File: src/rtl/aibcr3_sync_deb.sv
// Multi-channel synchroniser with per-channel debounce and edge pulses.
// The sync flops of all channels also form one scan shift chain (si -> so).

module aibcr3_sync_deb_lane #(
  parameter int STAGES = 3,
  parameter int DEB_W  = 4
) (
  input  logic             CP,
  input  logic             CD,
  input  logic             d,
  input  logic             se_n,
  input  logic             scan_in,
  input  logic             deb_en,
  input  logic [DEB_W-1:0] deb_thr,
  output logic             q,
  output logic             rise,
  output logic             fall,
  output logic             scan_out
);
  logic [STAGES-1:0] s;
  logic [DEB_W-1:0]  cnt;
  logic              y, diff, upd;

  assign y        = s[STAGES-1];
  assign diff     = y ^ q;
  // cnt counts edges already seen with y!=q; >= lets a lowered threshold fire at once
  assign upd      = diff & (~deb_en | (cnt >= deb_thr));
  assign scan_out = s[STAGES-1];

  always_ff @(posedge CP or posedge CD) begin
    if (CD) begin
      s    <= '0;
      cnt  <= '0;
      q    <= 1'b0;
      rise <= 1'b0;
      fall <= 1'b0;
    end else if (!se_n) begin
      s    <= {s[STAGES-2:0], scan_in};
      rise <= 1'b0;
      fall <= 1'b0;
    end else begin
      s    <= {s[STAGES-2:0], d};
      rise <= upd & y;
      fall <= upd & ~y;
      if (upd) begin
        q   <= y;
        cnt <= '0;
      end else if (diff) begin
        cnt <= cnt + 1'b1;
      end else begin
        cnt <= '0;
      end
    end
  end
endmodule

module aibcr3_sync_deb #(
  parameter int WIDTH  = 4,
  parameter int STAGES = 3,
  parameter int DEB_W  = 4
) (
  input  logic             CP,
  input  logic             CD,
  input  logic [WIDTH-1:0] D,
  input  logic             se_n,
  input  logic             si,
  input  logic             deb_en,
  input  logic [DEB_W-1:0] deb_thr,
  output logic [WIDTH-1:0] Q,
  output logic [WIDTH-1:0] rise,
  output logic [WIDTH-1:0] fall,
  output logic             so
);
  // chain[i] feeds channel i's first flop in scan mode; chain[WIDTH] is the tail
  logic [WIDTH:0] chain;

  assign chain[0] = si;
  assign so       = chain[WIDTH];

  for (genvar i = 0; i < WIDTH; i++) begin : g_lane
    aibcr3_sync_deb_lane #(.STAGES(STAGES), .DEB_W(DEB_W)) u_lane (
      .CP       (CP),
      .CD       (CD),
      .d        (D[i]),
      .se_n     (se_n),
      .scan_in  (chain[i]),
      .deb_en   (deb_en),
      .deb_thr  (deb_thr),
      .q        (Q[i]),
      .rise     (rise[i]),
      .fall     (fall[i]),
      .scan_out (chain[i+1])
    );
  end
endmodule

File: config.mk
export PLATFORM = sky130hd
export DESIGN_NAME = aibcr3_sync_deb
export DESIGN_NICKNAME = d
export VERILOG_FILES = /design/src/rtl/aibcr3_sync_deb.sv
export SDC_FILE = /design/constraint.sdc
export NUM_CORES = 1
export LEC_CHECK = 0
export CAP_MARGIN = 0
export CORE_UTILIZATION = 30
export CTS_CLUSTER_DIAMETER = 100
export DETAILED_ROUTE_END_ITERATION = 8
export GPL_TIMING_DRIVEN = 0
export PLACE_DENSITY_LB_ADDON = 0.3
export SYNTH_ARGS = -nofsm -noshare
export SYNTH_HDL_FRONTEND = slang
export SYNTH_HIERARCHICAL = 1
export SYNTH_SLANG_ARGS = --single-unit
File: constraint.sdc
create_clock -name CP -period 4.4 [get_ports CP]
set_clock_uncertainty 0.1 [all_clocks]
set_input_delay 1.1 -clock CP [delete_from_list [all_inputs] [get_ports CP]]
set_output_delay 1.1 -clock CP [all_outputs]
set_load 0.005 [all_outputs]
---- Yosys cells after proc, flatten, opt, wreduce, memory -nomap -nowiden ----
Index checks and enable logic that the tools add are counted.
word-level totals
  output and inout bits ................... 13
  register bits after elaboration ......... 40
  word-level logic and storage cells ...... 77
cells by class
  $lt $le $gt $ge ......................... 4
  multiplexer cells ....................... 20
  bitwise gates (word level) .............. 25
  add/subtract/negate cells ............... 4
  reductions and logical operators ........ 4
operator list
  cell                                                            number
  4-bit two-way mux                                               8
  4-bit by 1-bit adder with 4-bit output (second input constant)  4
  4-bit greater-or-equal comparator                               4
  1-bit bitwise AND                                               12
  1-bit two-way mux                                               12
  2-bit AND reduction                                             4
  1-bit NOT                                                       5
  1-bit bitwise OR                                                4
  1-bit bitwise XOR                                               4

---- Depth between registers and ports, before layout ----
  word-level depth ........................ 5
  gate-level depth with buffers ........... 6

---- Modules after synthesis ----
Netlist, hierarchy kept.
by module, submodules not included
  module                cells each  instances  area each (µm²)
  aibcr3_sync_deb_lane  43          4          519.2

---- Worst setup path before layout ----
Ideal clock, no wire load.
  kind .................................... input -> register
  start point ............................. input port deb_thr[3]
  end point ............................... register g_lane[0].u_lane.q
  buffers on the path ..................... 0
  required time ........................... 4.175 ns
  setup slack ............................. 2.102 ns
  stages on the path ...................... 6
  setup time .............................. 0.125 ns
  arrival ................................. 2.073 ns
  path through ............................ inv_1 -> ha_1 -> o211ai_2 -> o211ai_2 -> nand2_2 -> mux2_4
between the ends
  cells in the longest elaborated chain, start to end .. 4
RTL lines
  what                               RTL line  source
  from (decl)                        68        input logic [DEB_W-1:0] deb_thr,
  4-bit greater-or-equal comparator  27        assign upd = diff & (~deb_en | (cnt >= deb_thr));
  1-bit bitwise OR                   27
  1-bit bitwise AND                  27
  2-bit AND reduction (no line)      --
  to (signal assigned)               46        q <= y;
  to (decl)                          15        output logic q,
No other way between the ends.
A chain may end at the register's enable or synchronous reset.

==> Flow_metrics.wiki <==
{| class="wikitable"
! Metric !! Value
|-
| Max-Cap Viols || 0
|-
| Max VDD drop || 0.174 mV
|-
| Count of input and output buffers || 25
|-
| Critical path's slowest cell || sky130_fd_sc_hd__clkdlybuf4s50_1
|-
| Endpoint required time on the critical path || 4490 ps
|-
| Remaining global-route overflow || 0
|-
| Clock buffers created by TritonCTS || 5
|-
| NumNets Final || 237
|-
| Cell count after placement || 274
|-
| Width of the die || 85.2 um
|-
| Setup Crit Path Kind || input port to register
|-
| Critical path buffer and inverter count || 1
|-
| Reg power frac || 0.507
|-
| Fraction of power spent switching nets || 0.261
|-
| Post-Synthesis Net Count || 205
|-
| Post-DP HPWL || 2520 um
|-
| Setup slack of the critical path after layout || 1460 ps
|-
| Yosys synthesis warning count || 6
|-
| Transition time of the tightest slew-check pin || 1130 ps
|-
| Sinks on Clock Net || 40
|-
| Max transition margin || 0.246
|-
| Number of non-filler instances in the completed layout || 282
|-
| Setup TNS || 0 ps
|-
| Later-pin clock latency in the skew report || 280 ps
|-
| Via density per instance || 4.75
|-
| Slowest Stage Delay on Critical Path || 1220 ps
|-
| Clock root cell || sky130_fd_sc_hd__clkbuf_8
|-
| Number of distinct library cells after synthesis || 20
|-
| Inserted Diodes || 0
|-
| Share of post-route cells with drive strength above 1 || 0.166
|-
| Critical Path Start Type || input port
|-
| Post-Synthesis Mean Instance Area || 12.1 um^2
|-
| Remaining design rule violation count || 0
|-
| Initial DRC Count || 52
|-
| Average routed wire per standard cell || 12.4 um
|-
| Detailed-route wire length || 3510 um
|-
| Clock group share of total power || 0.292
|-
| Clock period minus worst slack || 2940 ps
|-
| Post-layout util || 0.385
|-
| Die area || 0.00726 mm^2
|-
| Slew Viols, Final || 0
|-
| Post-Syn Instances || 172
|-
| Leakage power figure || 0.00123 uW
|-
| Drt pass-1 iters || 4
|-
| Vias in the first global route || 1,377
|-
| Maximum clock frequency || 341 MHz
|-
| Type of element capturing the critical path || register
|-
| Number of gates resized after CTS || 0
|-
| Number of hold violations in the final report || 0
|-
| Final setup fails || 0
|-
| Met2 Resource Use GR || 0.176
|-
| Worst Path Arrival || 3020 ps
|-
| Number of routed nets with antenna violations || 0
|-
| Effective utilization at floorplan || 0.318
|-
| Register-to-register path setup slack || 2650 ps
|-
| Die H || 85.2 um
|-
| Hold-fix buffers, CTS || 0
|-
| Global Route Usage Sum || 0.113
|-
| Logic pwr share || 0.200
|-
| Overall Power || 840 uW
|-
| Placer congestion estimate || 0.681
|-
| Internal power consumption || 621 uW
|-
| Net Switching || 219 uW
|-
| GR peak layer || met2
|-
| Post-placement setup slack || 1170 ps
|-
| Depth of the CTS H-tree || 2
|-
| Wire length of the first global-routing pass || 6330 um
|-
| Number of setup buffers added after CTS || 0
|-
| Part of the cycle the worst path needs || 0.667
|-
| Flip-flop and latch count after synthesis || 40
|-
| Critical Path, Cell by Cell || clkdlybuf4s50_1 -> nand2_1 -> or2_1 -> mux2i_1
|-
| Initial antenna violation count || 0
|-
| Pwr Density || 334 mW/mm^2
|-
| TritonCTS clock tree || yes
|-
| Share of synthesized area occupied by flip-flops and latches || 0.482
|-
| Critical-path maximum fanout || 28
|-
| Core ar. || 0.00653 mm^2
|-
| Total number of vias || 1,339
|-
| Run status || finished, final reports clean
|-
| Met1 track utilization from global routing || 0.149
|-
| GR Util met3 || 0.0370
|-
| Netlist area before placement || 0.00208 mm^2
|-
| Maximum buffer depth of the clock tree || 2
|-
| P&R area growth vs syn || 21.0%
|-
| Clock transition at the registers of the reported paths || 70 ps
|-
| Site Rows || 29
|-
| CP top delay family || buffers and inverters
|-
| Ports || 26
|-
| Maximum number of pins on one net before global-route repair || 29
|-
| Kind of path behind the tightest hold check || register to register
|-
| RSZ-0062 raised after global routing || no
|}
-- state kept, by name (all words and copies together) (netlist names) --
register,flops
g_lane.u_lane/cnt,16
g_lane.u_lane/q,4
g_lane.u_lane/rise,4
g_lane.u_lane/fall,4
g_lane.u_lane/s,12
-- area by class of cell --
class	count	area, um^2
multi-input combinational	108	986
inverter	24	90.1
fill	648	4020
clock buffer	8	90.1
timing repair buffer	25	250
tap	77	96.3
sequential	40	1000
-- power groups by stage --
stage | logic [uW] | clock network, uW | registers (uW)
global route | 192 | 274 | 431
global placement | 167 | 0 | 433
detailed placement | 169 | 0 | 434
floorplan | 106 | 0 | 429
finish | 168 | 246 | 426
CTS | 171 | 259 | 427
-- layout by cell type (no fill, tap or decap) --
master and n:
sky130_fd_sc_hd__clkdlybuf4s50_1 25, sky130_fd_sc_hd__nor3b_2 4, sky130_fd_sc_hd__clkbuf_1 2, sky130_fd_sc_hd__xor2_1 4
sky130_fd_sc_hd__o31ai_1 4, sky130_fd_sc_hd__nor2_1 4, sky130_fd_sc_hd__nand2_2 4, sky130_fd_sc_hd__nand3_1 4
sky130_fd_sc_hd__nor2b_1 8, sky130_fd_sc_hd__a22o_1 12, sky130_fd_sc_hd__inv_1 24, sky130_fd_sc_hd__ha_1 20
sky130_fd_sc_hd__mux2_2 4, sky130_fd_sc_hd__clkbuf_8 6, sky130_fd_sc_hd__mux2i_1 4, sky130_fd_sc_hd__nor3b_1 4
sky130_fd_sc_hd__and4_2 4, sky130_fd_sc_hd__nand2_1 8, sky130_fd_sc_hd__o211ai_2 8, sky130_fd_sc_hd__or2_1 4
sky130_fd_sc_hd__mux2_4 4, sky130_fd_sc_hd__dfrtp_1 40, sky130_fd_sc_hd__xnor2_1 4
-- stage by stage --
step,hold slack [ps],instance area [um^2]
finish,250,2510
global route,259,2510
CTS,253,2510
detailed placement,236,2420
global placement,234,2420
floorplan,231,2080
-- worst reg2reg max path: cells and delay by family, from the launching register on --
family	cells	cell delay, ps
flip-flops	1	420
adder cells (fa/ha/maj)	1	310
AO/OA/AOI/OAI	2	380
multiplexers	1	330
AND/OR/NAND/NOR	1	90
-- worst paths after layout --
kind | from | to | cells after the start
worst max-delay path | se_n | g_lane[2].u_lane/cnt[0] | 4
worst min-delay path | g_lane[0].u_lane/s[0] | g_lane[0].u_lane/s[1] | 0
worst max register to register | g_lane[3].u_lane/cnt[2] | g_lane[3].u_lane/q | 5
worst min register to register | g_lane[0].u_lane/s[0] | g_lane[0].u_lane/s[1] | 0
max in group asynchronous | CD | g_lane[0].u_lane/fall | 2
min in group asynchronous | CD | g_lane[1].u_lane/q | 2
-- cells in the mapped netlist --
cell type                  number  share of area
sky130_fd_sc_hd__mux2i_1        4          0.019
sky130_fd_sc_hd__xor2_1         4          0.017
sky130_fd_sc_hd__nand2_2        4          0.012
sky130_fd_sc_hd__nor3b_1        4          0.014
sky130_fd_sc_hd__xnor2_1        4          0.017
sky130_fd_sc_hd__or2_1          4          0.012
sky130_fd_sc_hd__nand2_1        8          0.014
sky130_fd_sc_hd__inv_1         24          0.043
sky130_fd_sc_hd__and4_2         4          0.019
sky130_fd_sc_hd__a22o_1        12          0.051
sky130_fd_sc_hd__ha_1          20           0.12
sky130_fd_sc_hd__nor2b_1        8          0.024
sky130_fd_sc_hd__o31ai_1        4          0.014
sky130_fd_sc_hd__nand3_1        4         0.0096
sky130_fd_sc_hd__o211ai_2       8          0.048
sky130_fd_sc_hd__nor3b_2        4          0.024
sky130_fd_sc_hd__nor2_1         4         0.0072
sky130_fd_sc_hd__dfrtp_1       40           0.48
sky130_fd_sc_hd__mux2_4         4          0.029
sky130_fd_sc_hd__mux2_2         4          0.022
-- routing by layer --
metal | part of all wire | wire (um)
met3 | 0.052 | 182
met2 | 0.42 | 1460
met1 | 0.53 | 1850
met5 | 0 | 0
met4 | 0.0048 | 17
-- kinds of logic (layout without fill, tap and decap cells) --
kind of cell,after synthesis,in the layout,synth area share
buffers and inverters,24,57,0.0434
muxes,12,12,0.0699
and+or+nand+nor,44,44,0.137
xor gates and xnor gates,8,8,0.0337
AOI/OAI and AO/OA,24,24,0.113
adders and majority gates,20,20,0.120
DFF,40,40,0.482
Note: power is estimated with default switching activity, not from simulation.
